[config.mk]
export PLATFORM = sky130hd
export DESIGN_NAME = noc_input_port_buffer_flat
export DESIGN_NICKNAME = d
export VERILOG_FILES = /design/src/rtl/noc_input_port_buffer_if.sv /design/src/rtl/noc_input_port_buffer.sv /design/src/flat_wrapper.sv
export SDC_FILE = /design/constraint.sdc
export NUM_CORES = 1
export LEC_CHECK = 0
export CAP_MARGIN = 15
export CORE_MARGIN = 5
export CORE_UTILIZATION = 53
export DETAILED_ROUTE_END_ITERATION = 6
export PLACE_DENSITY = 0.79
export SETUP_SLACK_MARGIN = 0.05
export SYNTH_ARGS = -nofsm -noshare
export SYNTH_HDL_FRONTEND = slang
export SYNTH_SLANG_ARGS = --single-unit
[constraint.sdc]
create_clock -name clk -period 2.8 [get_ports clk]
set_clock_uncertainty 0.2 [all_clocks]
set_input_delay 0.56 -clock clk [delete_from_list [all_inputs] [get_ports clk]]
set_output_delay 0.56 -clock clk [all_outputs]
set_load 0.01 [all_outputs]
[src/rtl/noc_input_port_buffer_if.sv]
// noc_input_port_buffer_if
//   Flit/valid/credit link plus head-of-queue presentation signals for the
//   NoC input port buffer.
//   slave  : buffer side (receives in/vi/grant/IDs, drives head_* / co / count)
//   master : sender plus router side (drives in/vi/grant/IDs, observes outputs)
//   Optional macro NOC_IPB_OVERFLOW_CHK_EN adds the ovf_err signal.
interface noc_input_port_buffer_if #(
    parameter int CNT_W = 3
);
    logic [19:0]      in;          // [19:18] dest cluster, [17:16] dest local, [15:0] payload
    logic             vi;          // flit valid
    logic [1:0]       my_cluster;  // this node's cluster ID
    logic [1:0]       my_local;    // this node's local ID
    logic             grant;       // head flit consumed this cycle
    logic [19:0]      head_flit;   // flit at FIFO head
    logic             head_valid;  // FIFO non-empty
    logic             head_local;  // head destined for this node
    logic             co;          // credit return pulse
    logic [CNT_W-1:0] count;       // occupancy
`ifdef NOC_IPB_OVERFLOW_CHK_EN
    logic             ovf_err;     // sticky overflow flag
`endif

    modport slave (
        input  in, vi, my_cluster, my_local, grant,
        output head_flit, head_valid, head_local, co, count
`ifdef NOC_IPB_OVERFLOW_CHK_EN
        , output ovf_err
`endif
    );

    modport master (
        output in, vi, my_cluster, my_local, grant,
        input  head_flit, head_valid, head_local, co, count
`ifdef NOC_IPB_OVERFLOW_CHK_EN
        , input ovf_err
`endif
    );
endinterface

[src/rtl/noc_input_port_buffer.sv]
// noc_input_port_buffer
//   Receiving end of a credit-based flit link. Flits are stored in a circular
//   FIFO of DEPTH slots; the head flit is presented combinationally from
//   storage along with a local-destination decode. Every dequeued flit
//   returns one registered credit pulse upstream.
// Ports:
//   clk  - system clock, all state on rising edge
//   rst  - synchronous active-high reset
//   bus  - noc_input_port_buffer_if.slave (in, vi, my_cluster, my_local,
//          grant -> head_flit, head_valid, head_local, co, count)
// Optional feature: define NOC_IPB_OVERFLOW_CHK_EN to add the sticky
//   bus.ovf_err flag (plus a simulation $error naming the dropped flit).
module noc_input_port_buffer #(
    parameter int DEPTH = 4,
    parameter int CNT_W = 3
) (
    input  logic                          clk,
    input  logic                          rst,
    noc_input_port_buffer_if.slave        bus
);
    localparam int               PTR_W = $clog2(DEPTH);
    localparam logic [CNT_W-1:0] FULL  = CNT_W'(DEPTH);

    logic [19:0]      r_mem [DEPTH];
    logic [PTR_W-1:0] r_wr_ptr;
    logic [PTR_W-1:0] r_rd_ptr;
    logic [CNT_W-1:0] r_count;
    logic             r_co;

    logic             w_head_valid;
    logic             w_wr;
    logic             w_rd;
    logic [19:0]      w_head_flit;

    // Full/empty come from the occupancy count, never from pointer compare.
    // A flit arriving while full is dropped even if a read frees a slot on
    // the same edge.
    assign w_head_valid = (r_count != '0);
    assign w_wr         = bus.vi && (r_count != FULL);
    assign w_rd         = bus.grant && w_head_valid;
    assign w_head_flit  = r_mem[r_rd_ptr];

    always_ff @(posedge clk) begin
        if (rst) begin
            r_wr_ptr <= '0;
            r_rd_ptr <= '0;
            r_count  <= '0;
            r_co     <= 1'b0;
        end else begin
            if (w_wr) r_wr_ptr <= r_wr_ptr + PTR_W'(1);
            if (w_rd) r_rd_ptr <= r_rd_ptr + PTR_W'(1);
            r_count <= r_count + CNT_W'(w_wr) - CNT_W'(w_rd);
            r_co    <= w_rd;
        end
    end

    // Storage carries no reset; contents are only observed while valid.
    always_ff @(posedge clk) begin
        if (w_wr) r_mem[r_wr_ptr] <= bus.in;
    end

    assign bus.head_flit  = w_head_flit;
    assign bus.head_valid = w_head_valid;
    assign bus.head_local = w_head_valid &&
                            (w_head_flit[19:18] == bus.my_cluster) &&
                            (w_head_flit[17:16] == bus.my_local);
    assign bus.co         = r_co;
    assign bus.count      = r_count;

`ifdef NOC_IPB_OVERFLOW_CHK_EN
    logic r_ovf_err;

    always_ff @(posedge clk) begin
        if (rst) begin
            r_ovf_err <= 1'b0;
        end else if (bus.vi && (r_count == FULL)) begin
            r_ovf_err <= 1'b1;
`ifndef SYNTHESIS
            $error("noc_input_port_buffer: overflow, dropped flit 0x%05h", bus.in);
`endif
        end
    end

    assign bus.ovf_err = r_ovf_err;
`endif

endmodule

[src/flat_wrapper.sv]
// flat-port wrapper written by rule: the top's interface ports become plain ports
module noc_input_port_buffer_flat 
#(
    parameter int DEPTH = 4,
    parameter int CNT_W = 3
)
  (clk, rst, bus_in, bus_vi, bus_my_cluster, bus_my_local, bus_grant, bus_head_flit, bus_head_valid, bus_head_local, bus_co, bus_count);
  noc_input_port_buffer_if #(.CNT_W(CNT_W)) bus_i ();
  input  logic clk;
  input  logic rst;
  input wire logic [$bits(bus_i.in)-1:0] bus_in;
  input wire logic [$bits(bus_i.vi)-1:0] bus_vi;
  input wire logic [$bits(bus_i.my_cluster)-1:0] bus_my_cluster;
  input wire logic [$bits(bus_i.my_local)-1:0] bus_my_local;
  input wire logic [$bits(bus_i.grant)-1:0] bus_grant;
  output wire logic [$bits(bus_i.head_flit)-1:0] bus_head_flit;
  output wire logic [$bits(bus_i.head_valid)-1:0] bus_head_valid;
  output wire logic [$bits(bus_i.head_local)-1:0] bus_head_local;
  output wire logic [$bits(bus_i.co)-1:0] bus_co;
  output wire logic [$bits(bus_i.count)-1:0] bus_count;
  assign bus_i.in = bus_in;
  assign bus_i.vi = bus_vi;
  assign bus_i.my_cluster = bus_my_cluster;
  assign bus_i.my_local = bus_my_local;
  assign bus_i.grant = bus_grant;
  assign bus_head_flit = bus_i.head_flit;
  assign bus_head_valid = bus_i.head_valid;
  assign bus_head_local = bus_i.head_local;
  assign bus_co = bus_i.co;
  assign bus_count = bus_i.count;
  noc_input_port_buffer #(.DEPTH(DEPTH), .CNT_W(CNT_W)) u_core (.clk(clk), .rst(rst), .bus(bus_i));
endmodule
==> results of run 1 <==
[layer usage]
metal,part of all wire [%],routed length (um),global-route usage [%]
met5,0,0,0
met4,0.93,56,6.45
met3,4.5,273,3.92
met2,52,3130,25.8
met1,42,2550,20.0
[where the power goes]
part	switching, mW	internal, mW
logic	0.499	0.613
clock network	0.409	0.583
registers	0.0827	1.65
[layout make-up]
| type | count | area [um2] | area share, % |
|---|---|---|---|
| Timing Repair Buffer | 66 | 629 | 14.4 |
| Multi-Input combinational cell | 57 | 792 | 18.1 |
| Tap cell | 77 | 96.3 | 2.20 |
| Sequential cell | 90 | 2610 | 59.6 |
| Clock buffer | 9 | 124 | 2.83 |
| Inverter | 5 | 18.8 | 0.429 |
| Clock inverter | 6 | 106 | 2.43 |
[sequential cells by signal, indices dropped and copies added (netlist names), named ones only]
register and count:
u_core.r_mem 80, u_core.r_rd_ptr 2, u_core.bus.co 1, u_core.r_wr_ptr 2, u_core.bus.count 3
[worst max-delay path by stage]
stage                      startpoint          endpoint  slack [ns]  depth (start not counted)
global route                 register    bus_head_local        0.02                          5
finish                       register    bus_head_local        0.12                          5
detailed placement           register    bus_head_local       -0.05                          5
floorplan                    register    bus_head_local        0.57                          5
CTS                          register  bus_head_flit[9]       -0.05                          4
global placement    bus_my_cluster[0]    bus_head_local        0.03                          5
[placed cells by master, fill, tap and decap left out]
master / Yosys / final
mux2i_1: 1 / 1
nor2b_1: 2 / 2
mux4_1: 6 / 5
edfxtp_1: 80 / 80
o31a_1: 1 / 1
dfxtp_4: 0 / 1
a21boi_2: 1 / 1
nand3_2: 0 / 1
clkinvlp_4: 0 / 1
xnor2_2: 0 / 2
dlymetal6s2s_1: 0 / 4
clkbuf_8: 0 / 9
nand2_1: 1 / 1
bufinv_16: 0 / 3
inv_1: 5 / 5
and2_1: 4 / 4
xnor2_1: 5 / 3
buf_12: 0 / 1
buf_2: 2 / 1
clkinv_2: 0 / 1
ha_1: 6 / 6
dlygate4sd2_1: 0 / 13
xor2_1: 4 / 4
dfxtp_2: 0 / 1
nor2_1: 8 / 8
buf_4: 0 / 12
mux4_2: 14 / 15
fa_1: 1 / 1
clkinv_1: 0 / 1
or3_1: 1 / 1
nor3_4: 0 / 1
dfxtp_1: 10 / 8
clkdlybuf4s50_1: 0 / 35
[critical path, cell delays in order, from the launching register on]
cell	delay, ns
dfxtp_4	0.37
mux4_2	0.55
xnor2_2	0.16
nand3_2	0.12
nor3_4	0.22
buf_2	0.16
[metrics by stage]
stage	area (um2)	total power [mW]	hold slack [ns]	util (%)	setup slack [ns]
after global placement	4120	2.85	0.302	65.2	0.0276
final	4370	3.84	0.362	69.3	0.122
after detailed placement	4120	2.92	0.339	65.2	-0.0500
after CTS	4340	3.86	0.361	68.7	-0.0494
after floorplan	3420	2.35	0.285	-	0.570
after global routing	4370	4.05	0.406	69.3	0.0181
[what timing repair did]
item / 4_1_cts / 5_1_grt
resized for setup: 20 / 12
setup endpoints to repair: 18 / 12
pin swaps: 0 / 2
[cells in the mapped netlist, drive strengths merged]
cell,instances,area [um2]
edfxtp,80,2400
mux4,20,473
dfxtp,10,200
nor2,8,30.0
ha,6,75.1
inv,5,18.8
xnor2,5,43.8
and2,4,25.0
buf,4,25.0
xor2,4,35.0
nor2b,2,12.5
a21boi,1,11.3
clkbuf,1,3.75
fa,1,20.0
mux2i,1,10.0
nand2,1,3.75
nand3,1,5.00
nor3,1,10.0
o31a,1,8.76
or3,1,6.26
[cell families (layout without fill, tap and decap cells)]
group	after synthesis	after routing	share of synthesized area [%]
AOI/OAI and AO/OA	2	2	0.585
adders and majority gates	7	7	2.78
xor gates and xnor gates	9	9	2.30
buffers and inverters	10	86	1.39
muxes	21	21	14.1
DFF	90	90	76.1
and+or+nand+nor	18	18	2.71
==> flow_summary.toml, run 1 <==
[logic_synthesis]
yosys_warnings = 0
ys_seq_area_share_pct = 76.1
ys_ff_latch = 90
syn_nets = 192
synthCells = 157
syn_area_mm2 = 0.00342
avgSynthCellArea_um2 = 21.8
synth_cell_types = 23

[drt]
wl_um = 6000
drc = 0
wl_per_cell_um = 19.4
ant_nets = 0
initialDrtViolationCount = 105
first_pass_iters = 4
vias = 1686
routed_via_density = 5.44

[worst_hold_path]
hold_path_class = "reg -> reg"
hold_depth = 2
min_to = "u_core.r_rd_ptr[1]"
hp-start = "u_core.r_rd_ptr[1]"

[layout]
syn2layout_area_growth_pct = 27.9
nets = 264
antenna_cells = 0
stdcell_count = 310
num-fill-cells = 428
drive_gt1_share_pct = 21.5

[clock_tree]
cts_tree = "built"
ctsHoldBuffers = 0
cts_buffers = 9
clk_path_buf_depth = 2
cts.sinks = 90
clk_pin_slew_ns = 0.08
clk_latency_ns = 0.33
cts_setup_buffers = 0
htree_levels = 3
cts_root_buffer = "clkbuf_8"

[setup_path]
cp.required_ns = 2.04
r2r-end = "u_core.bus.count[2]"
endpoint_kind = "primary output"
start_kind = "register"
r2r_setup_slack_ns = 0.45
r2r-start = "u_core.bus.count[1]"
arrival_ns = 1.92
worstPathMaxFanout = 3
path_class = "reg -> out"
reg2reg_depth = 9

[power]
ir_worst_vdd_uv = 563
pwr_density_cell_mw_per_mm2 = 877
leakage_nw = 1.55

[status]
status = "finished, final reports clean"

[global_route]
grt_start_max_net_pins = 21
overflow = 0
grt_pass1_wl_um = 9740
grt_use_total_pct = 15.7
antenna_found_initial = 0
grt_pass1_vias = 1865

[floorplan]
die_h_um = 90.3
die_area_mm2 = 0.00816
dieWidth_um = 90.3
core_mm2 = 0.00631
ioPinCount = 54
initial_core_util_pct = 54.2
fp-row-count = 29

[placement]
hpwl_um = 4150
post-place-cells = 295
portBuffers = 53
gp_congestion = 0.699

[sta]
finalSetupViolCount = 0
slew_violations = 0
max-slew-margin-rel_pct = 78.7
period_needed_ns = 2.68
hold_violations = 0
fin_tns_setup_ns = 0
fin_crit_sh_pct = 95.6
rsz0062_at_grt = "true"
worst_pin_slew_ns = 0.319
fmax_ghz = 0.373

[flow_run]
cap_viol_max_count = 0
(Power assumes the default switching activity.)
==> run 2, diff against run 1 <==
--- a/config.mk
+++ b/config.mk
@@ -7,10 +7,12 @@
 export LEC_CHECK = 0
 export CAP_MARGIN = 15
 export CORE_MARGIN = 5
-export CORE_UTILIZATION = 53
+export CORE_UTILIZATION = 57
 export DETAILED_ROUTE_END_ITERATION = 6
-export PLACE_DENSITY = 0.79
+export HOLD_SLACK_MARGIN = 0.1
+export PLACE_DENSITY = 0.84
 export SETUP_SLACK_MARGIN = 0.05
 export SYNTH_ARGS = -nofsm -noshare
 export SYNTH_HDL_FRONTEND = slang
 export SYNTH_SLANG_ARGS = --single-unit
+export TNS_END_PERCENT = 100
==> constraint.sdc (replaced) <==
create_clock -name clk -period 3.3 [get_ports clk]
set_clock_uncertainty 0.2 [all_clocks]
set_input_delay 0.66 -clock clk [delete_from_list [all_inputs] [get_ports clk]]
set_output_delay 0.66 -clock clk [all_outputs]
set_load 0.01 [all_outputs]
==> run 2 against run 1 <==
Effect of this change: hold slack got worse by 0.0051 ns; first-iteration DRC count fell by 2.9%; routed wire length rose by 2.4%; worst setup slack improved by 0.27 ns; largest cell class unchanged.
==> flow_summary.toml, run 2 (synthesis gave the netlist of run 1 again) <==
[status]
status = "finished, final reports clean"

[global_route]
met2_usage_pct = 30.9
grt_pass1_vias = 1879
overflow = 0
grt_start_max_net_pins = 16
grt_use_total_pct = 18.0
antenna_found_initial = 0
grt_pass1_wl_um = 9840
globalRouteMet1Util_pct = 21.7
gr-usage-met3_pct = 5.77
busiest_layer = "met2"

[setup_path]
path_class = "reg -> out"
arrival_ns = 2.05
endpoint_kind = "primary output"
crit_slowest_cell = "mux4_2"
crit_path_cell_trace = "buf_4, mux4_2, clkdlybuf4s50_1"
cp_slowest_stage_delay_ns = 0.55
worstPathMaxFanout = 10
r2r-start = "u_core.bus.count[2]"
cp.required_ns = 2.44
start_kind = "register"

[layout]
final_common_cell = "edfxtp_1"
syn2layout_area_growth_pct = 25.9
largest_reg_flops = 80
nets = 262
antenna_cells = 0
drive_gt1_share_pct = 19.4
final_cell_mix = "edfxtp_1, clkdlybuf4s50_1, mux4_2"
top_register = "u_core.r_mem"

[sta]
max-slew-margin-rel_pct = 73.3
rsz0062_at_grt = "false"
finalSetupViolCount = 0
slew_violations = 0
fmax_ghz = 0.344
fin_tns_setup_ns = 0
worst_pin_slew_ns = 0.401
fin_crit_sh_pct = 88.2
period_needed_ns = 2.91
hold_violations = 0

[clock_tree]
clk_latency_ns = 0.34
clk_path_buf_depth = 2
cts_tree = "built"
cts_buffers = 9
clk_pin_slew_ns = 0.08
cts_setup_buffers = 0
cts_root_buffer = "clkbuf_8"
htree_levels = 3
cts.sinks = 90
ctsHoldBuffers = 0

[drt]
routed_via_density = 5.41
initialDrtViolationCount = 102
first_pass_iters = 4
wl_um = 6150
drc = 0
ant_nets = 0
wl_per_cell_um = 20.0
vias = 1660

[floorplan]
ioPinCount = 54
die_h_um = 87.5
fp-row-count = 28
dieWidth_um = 87.5
die_area_mm2 = 0.00765
initial_core_util_pct = 58.1
core_mm2 = 0.00589

[power]
ir_worst_vdd_uv = 435
pwr-share-seq_pct = 47.2
clock_power_share_pct = 21.9
leakage_nw = 1.47
p_int_mw = 2.27
power_frac_comb_pct = 30.9
power.total_mw = 3.12
p_sw_share_pct = 27.3
pwr_density_cell_mw_per_mm2 = 725
p_switching_mw = 0.851

[flow_run]
cap_viol_max_count = 0

[placement]
portBuffers = 53
gp_congestion = 0.768
hpwl_um = 4450

[worst_hold_path]
hold_path_class = "reg -> reg"
hp-start = "u_core.r_rd_ptr[1]"
-- run 2: cell count changes in the layout (fill, tap and decap cells not counted), sizes merged --
cell and delta:
clkdlybuf4s50 +17, buf -3, dlygate4sd2 -13, dlymetal6s2s -3
clkbuf +4, bufinv -3
-- run 2: power by group through the flow --
stage / clock network, mW / logic (mW) / registers (mW)
2_1_floorplan: 0 / 0.521 / 1.47
3_3_place_gp: 0 / 0.928 / 1.48
3_5_place_dp: 0 / 0.963 / 1.50
4_1_cts: 0.699 / 0.968 / 1.47
5_1_grt: 0.764 / 1.05 / 1.48
6_report: 0.683 / 0.965 / 1.47
-- run 2: metal layers --
layer  up-vias  wire (um)
li1        766          -
met1       833       2440
met2        51       3240
met3        10        365
met4         0         99
met5         -          0
-- run 2: worst paths after layout --
| kind | cells after the start | to | slack, ns |
|---|---|---|---|
| worst min-delay path | 2 | u_core.r_rd_ptr[1] | 0.36 |
| worst min register to register | 2 | u_core.r_rd_ptr[1] | 0.36 |
| worst max-delay path | 3 | bus_head_flit[11] | 0.39 |
| worst max register to register | 9 | u_core.bus.count[2] | 0.91 |
-- run 2: timing repair --
action | in CTS | in global routing
setup endpoints to repair | 1 | 1
pin swaps | 0 | 1
resized for setup | 2 | 5
-- run 2: final cells by class --
type	count	area [um2]
clock buffers	13	160
inverters	5	18.8
fillers	344	1580
repair buffers	64	616
well taps	75	93.8
flip-flops and latches	90	2610
multi-input cells	57	786
clock inverters	3	25.0
-- run 2: worst max-delay path, delay by kind of cell, from the launching register on --
family	cells	cell delay [ns]
buffers and inverters	2	0.75
muxes	1	0.55
DFF	1	0.41
-- run 2: stage by stage --
step                      util, %  setup slack, ns  cells  cell area [um2]  hold slack, ns
after floorplan                 -            0.970    157             3420           0.285
after global placement       69.6            0.334    291             4100           0.320
after detailed placement     69.6            0.296    291             4100           0.344
after CTS                    72.8           0.0724    307             4290           0.362
after global routing         73.2            0.274    307             4310           0.406
final                        73.2            0.390    307             4310           0.357
==> run 3, diff against run 2 <==
--- a/config.mk
+++ b/config.mk
@@ -9,9 +9,9 @@
 export CORE_MARGIN = 5
 export CORE_UTILIZATION = 57
 export DETAILED_ROUTE_END_ITERATION = 6
+export GPL_ROUTABILITY_DRIVEN = 0
 export HOLD_SLACK_MARGIN = 0.1
 export PLACE_DENSITY = 0.84
-export SETUP_SLACK_MARGIN = 0.05
 export SYNTH_ARGS = -nofsm -noshare
 export SYNTH_HDL_FRONTEND = slang
 export SYNTH_SLANG_ARGS = --single-unit
==> run 3 against run 2 <==
Effect of this change: clock power about the same; critical path depth rose by 2; first-iteration DRC count did not move; worst setup slack lost 0.24 ns; hold slack stayed put; highest routed layer unchanged.
==> flow_summary.toml, run 3 (synthesis gave the netlist of run 1 again) <==
[global_route]
gr-usage-met3_pct = 5.77
met2_usage_pct = 30.9
antenna_found_initial = 0
globalRouteMet1Util_pct = 21.7
grt_use_total_pct = 18.0
busiest_layer = "met2"
grt_pass1_vias = 1879
grt_start_max_net_pins = 16
overflow = 0
grt_pass1_wl_um = 9840

[drt]
wl_um = 6150
drc = 0
wl_per_cell_um = 20.0
ant_nets = 0
first_pass_iters = 4
vias = 1660
initialDrtViolationCount = 102
routed_via_density = 5.41

[clock_tree]
cts_tree = "built"
clk_latency_ns = 0.34
clk_pin_slew_ns = 0.08
cts_setup_buffers = 0
cts_buffers = 9
cts.sinks = 90
cts_root_buffer = "clkbuf_8"
htree_levels = 3
clk_path_buf_depth = 2

[power]
pwr_density_cell_mw_per_mm2 = 725
ir_worst_vdd_uv = 435
power.total_mw = 3.12
leakage_nw = 1.45

[layout]
design_area_mm2 = 0.00430
final_cell_mix = "edfxtp_1, clkdlybuf4s50_1, mux4_2"
largest_reg_flops = 80
stdcell_count = 307
drive_gt1_share_pct = 19.4
antenna_cells = 0
num-fill-cells = 345
nets = 262
final_common_cell = "edfxtp_1"
syn2layout_area_growth_pct = 25.8
top_register = "u_core.r_mem"

[sta]
max-slew-margin-rel_pct = 73.3
rsz0062_at_grt = "false"
hold_violations = 0
fmax_ghz = 0.317
fin_crit_sh_pct = 95.6
worst_pin_slew_ns = 0.401
finalSetupViolCount = 0
period_needed_ns = 3.15
slew_violations = 0
fin_tns_setup_ns = 0

[setup_path]
arrival_ns = 2.29
worstSetupPathDepth = 5
crit_slowest_cell = "mux4_2"
cp.required_ns = 2.44
cp_slowest_stage_delay_ns = 0.57
reg2reg_depth = 9
path_class = "reg -> out"
crit_path_cell_trace = "mux4_2, xnor2_2, nand3_2, nor3_2, clkdlybuf4s50_1"
crit_buf_inv = 1
r2r_setup_slack_ns = 0.91
endpoint_kind = "primary output"
cp_top_family = "multiplexers"
start_kind = "register"
worstPathMaxFanout = 6

[placement]
placed_area_mm2 = 0.00410
hpwl_um = 4450
post-place-cells = 291
portBuffers = 53

[status]
status = "finished, final reports clean"

[floorplan]
die_area_mm2 = 0.00765
initial_core_util_pct = 58.1
core_mm2 = 0.00589
fp-row-count = 28
ioPinCount = 54
dieWidth_um = 87.5
die_h_um = 87.5

[worst_hold_path]
hold_path_class = "reg -> reg"
hold_depth = 2

[flow_run]
cap_viol_max_count = 0
-- run 3: changes by cell type in the layout (fill, tap and decap cells not counted), sizes merged --
| cell | delta |
|---|---|
| dlymetal6s2s | -1 |
| clkdlybuf4s50 | +1 |
-- run 3: layout make-up --
class                      count  area (um2)  share of cell area (%)
clock inverter                 3        25.0                   0.582
sequential                    90        2610                    60.6
inverter                       5        18.8                   0.436
clock buffer                  13         160                    3.72
multi-input combinational     57         786                    18.3
timing repair buffer          64         613                    14.2
tap                           75        93.8                    2.18
-- run 3: through the flow --
step / utilization [%] / hold slack (ns) / setup slack [ns]
6_report: 73.1 / 0.357 / 0.145
5_1_grt: 73.1 / 0.406 / 0.00460
4_1_cts: 72.8 / 0.362 / 0.0324
3_5_place_dp: 69.6 / 0.344 / 0.296
3_3_place_gp: 69.6 / 0.320 / 0.334
2_1_floorplan: - / 0.285 / 0.970
-- run 3: repair_timing --
action,CTS,global route
pin swaps,0,1
endpoints found under the setup margin,1,1
resized for setup,1,5
hold buffers,0,0
-- run 3: tightest hold or removal path, stage by stage (launching register included) --
cell	delay [ns]
dfxtp_1	0.33
xor2_1	0.06
nor2_1	0.12
-- run 3: power by group --
part / leakage, nW / internal, mW / switching (mW) / total, mW
Clock: 0.0890 / 0.323 / 0.359 / 0.683
Combinational: 0.545 / 0.548 / 0.418 / 0.966
Sequential: 0.816 / 1.40 / 0.0736 / 1.47
-- run 3: final timing paths --
path                  startpoint                  end
max                     register       bus_head_local
max reg2reg  u_core.bus.count[2]  u_core.bus.count[2]
min           u_core.r_rd_ptr[1]   u_core.r_rd_ptr[1]
min reg2reg   u_core.r_rd_ptr[1]   u_core.r_rd_ptr[1]
-- run 3: routing by layer --
layer  vias up  part of all wire, %
li1        766                    -
met1       833                   40
met2        51                   53
met3        10                  5.9
met4         0                  1.6
met5         -                    0
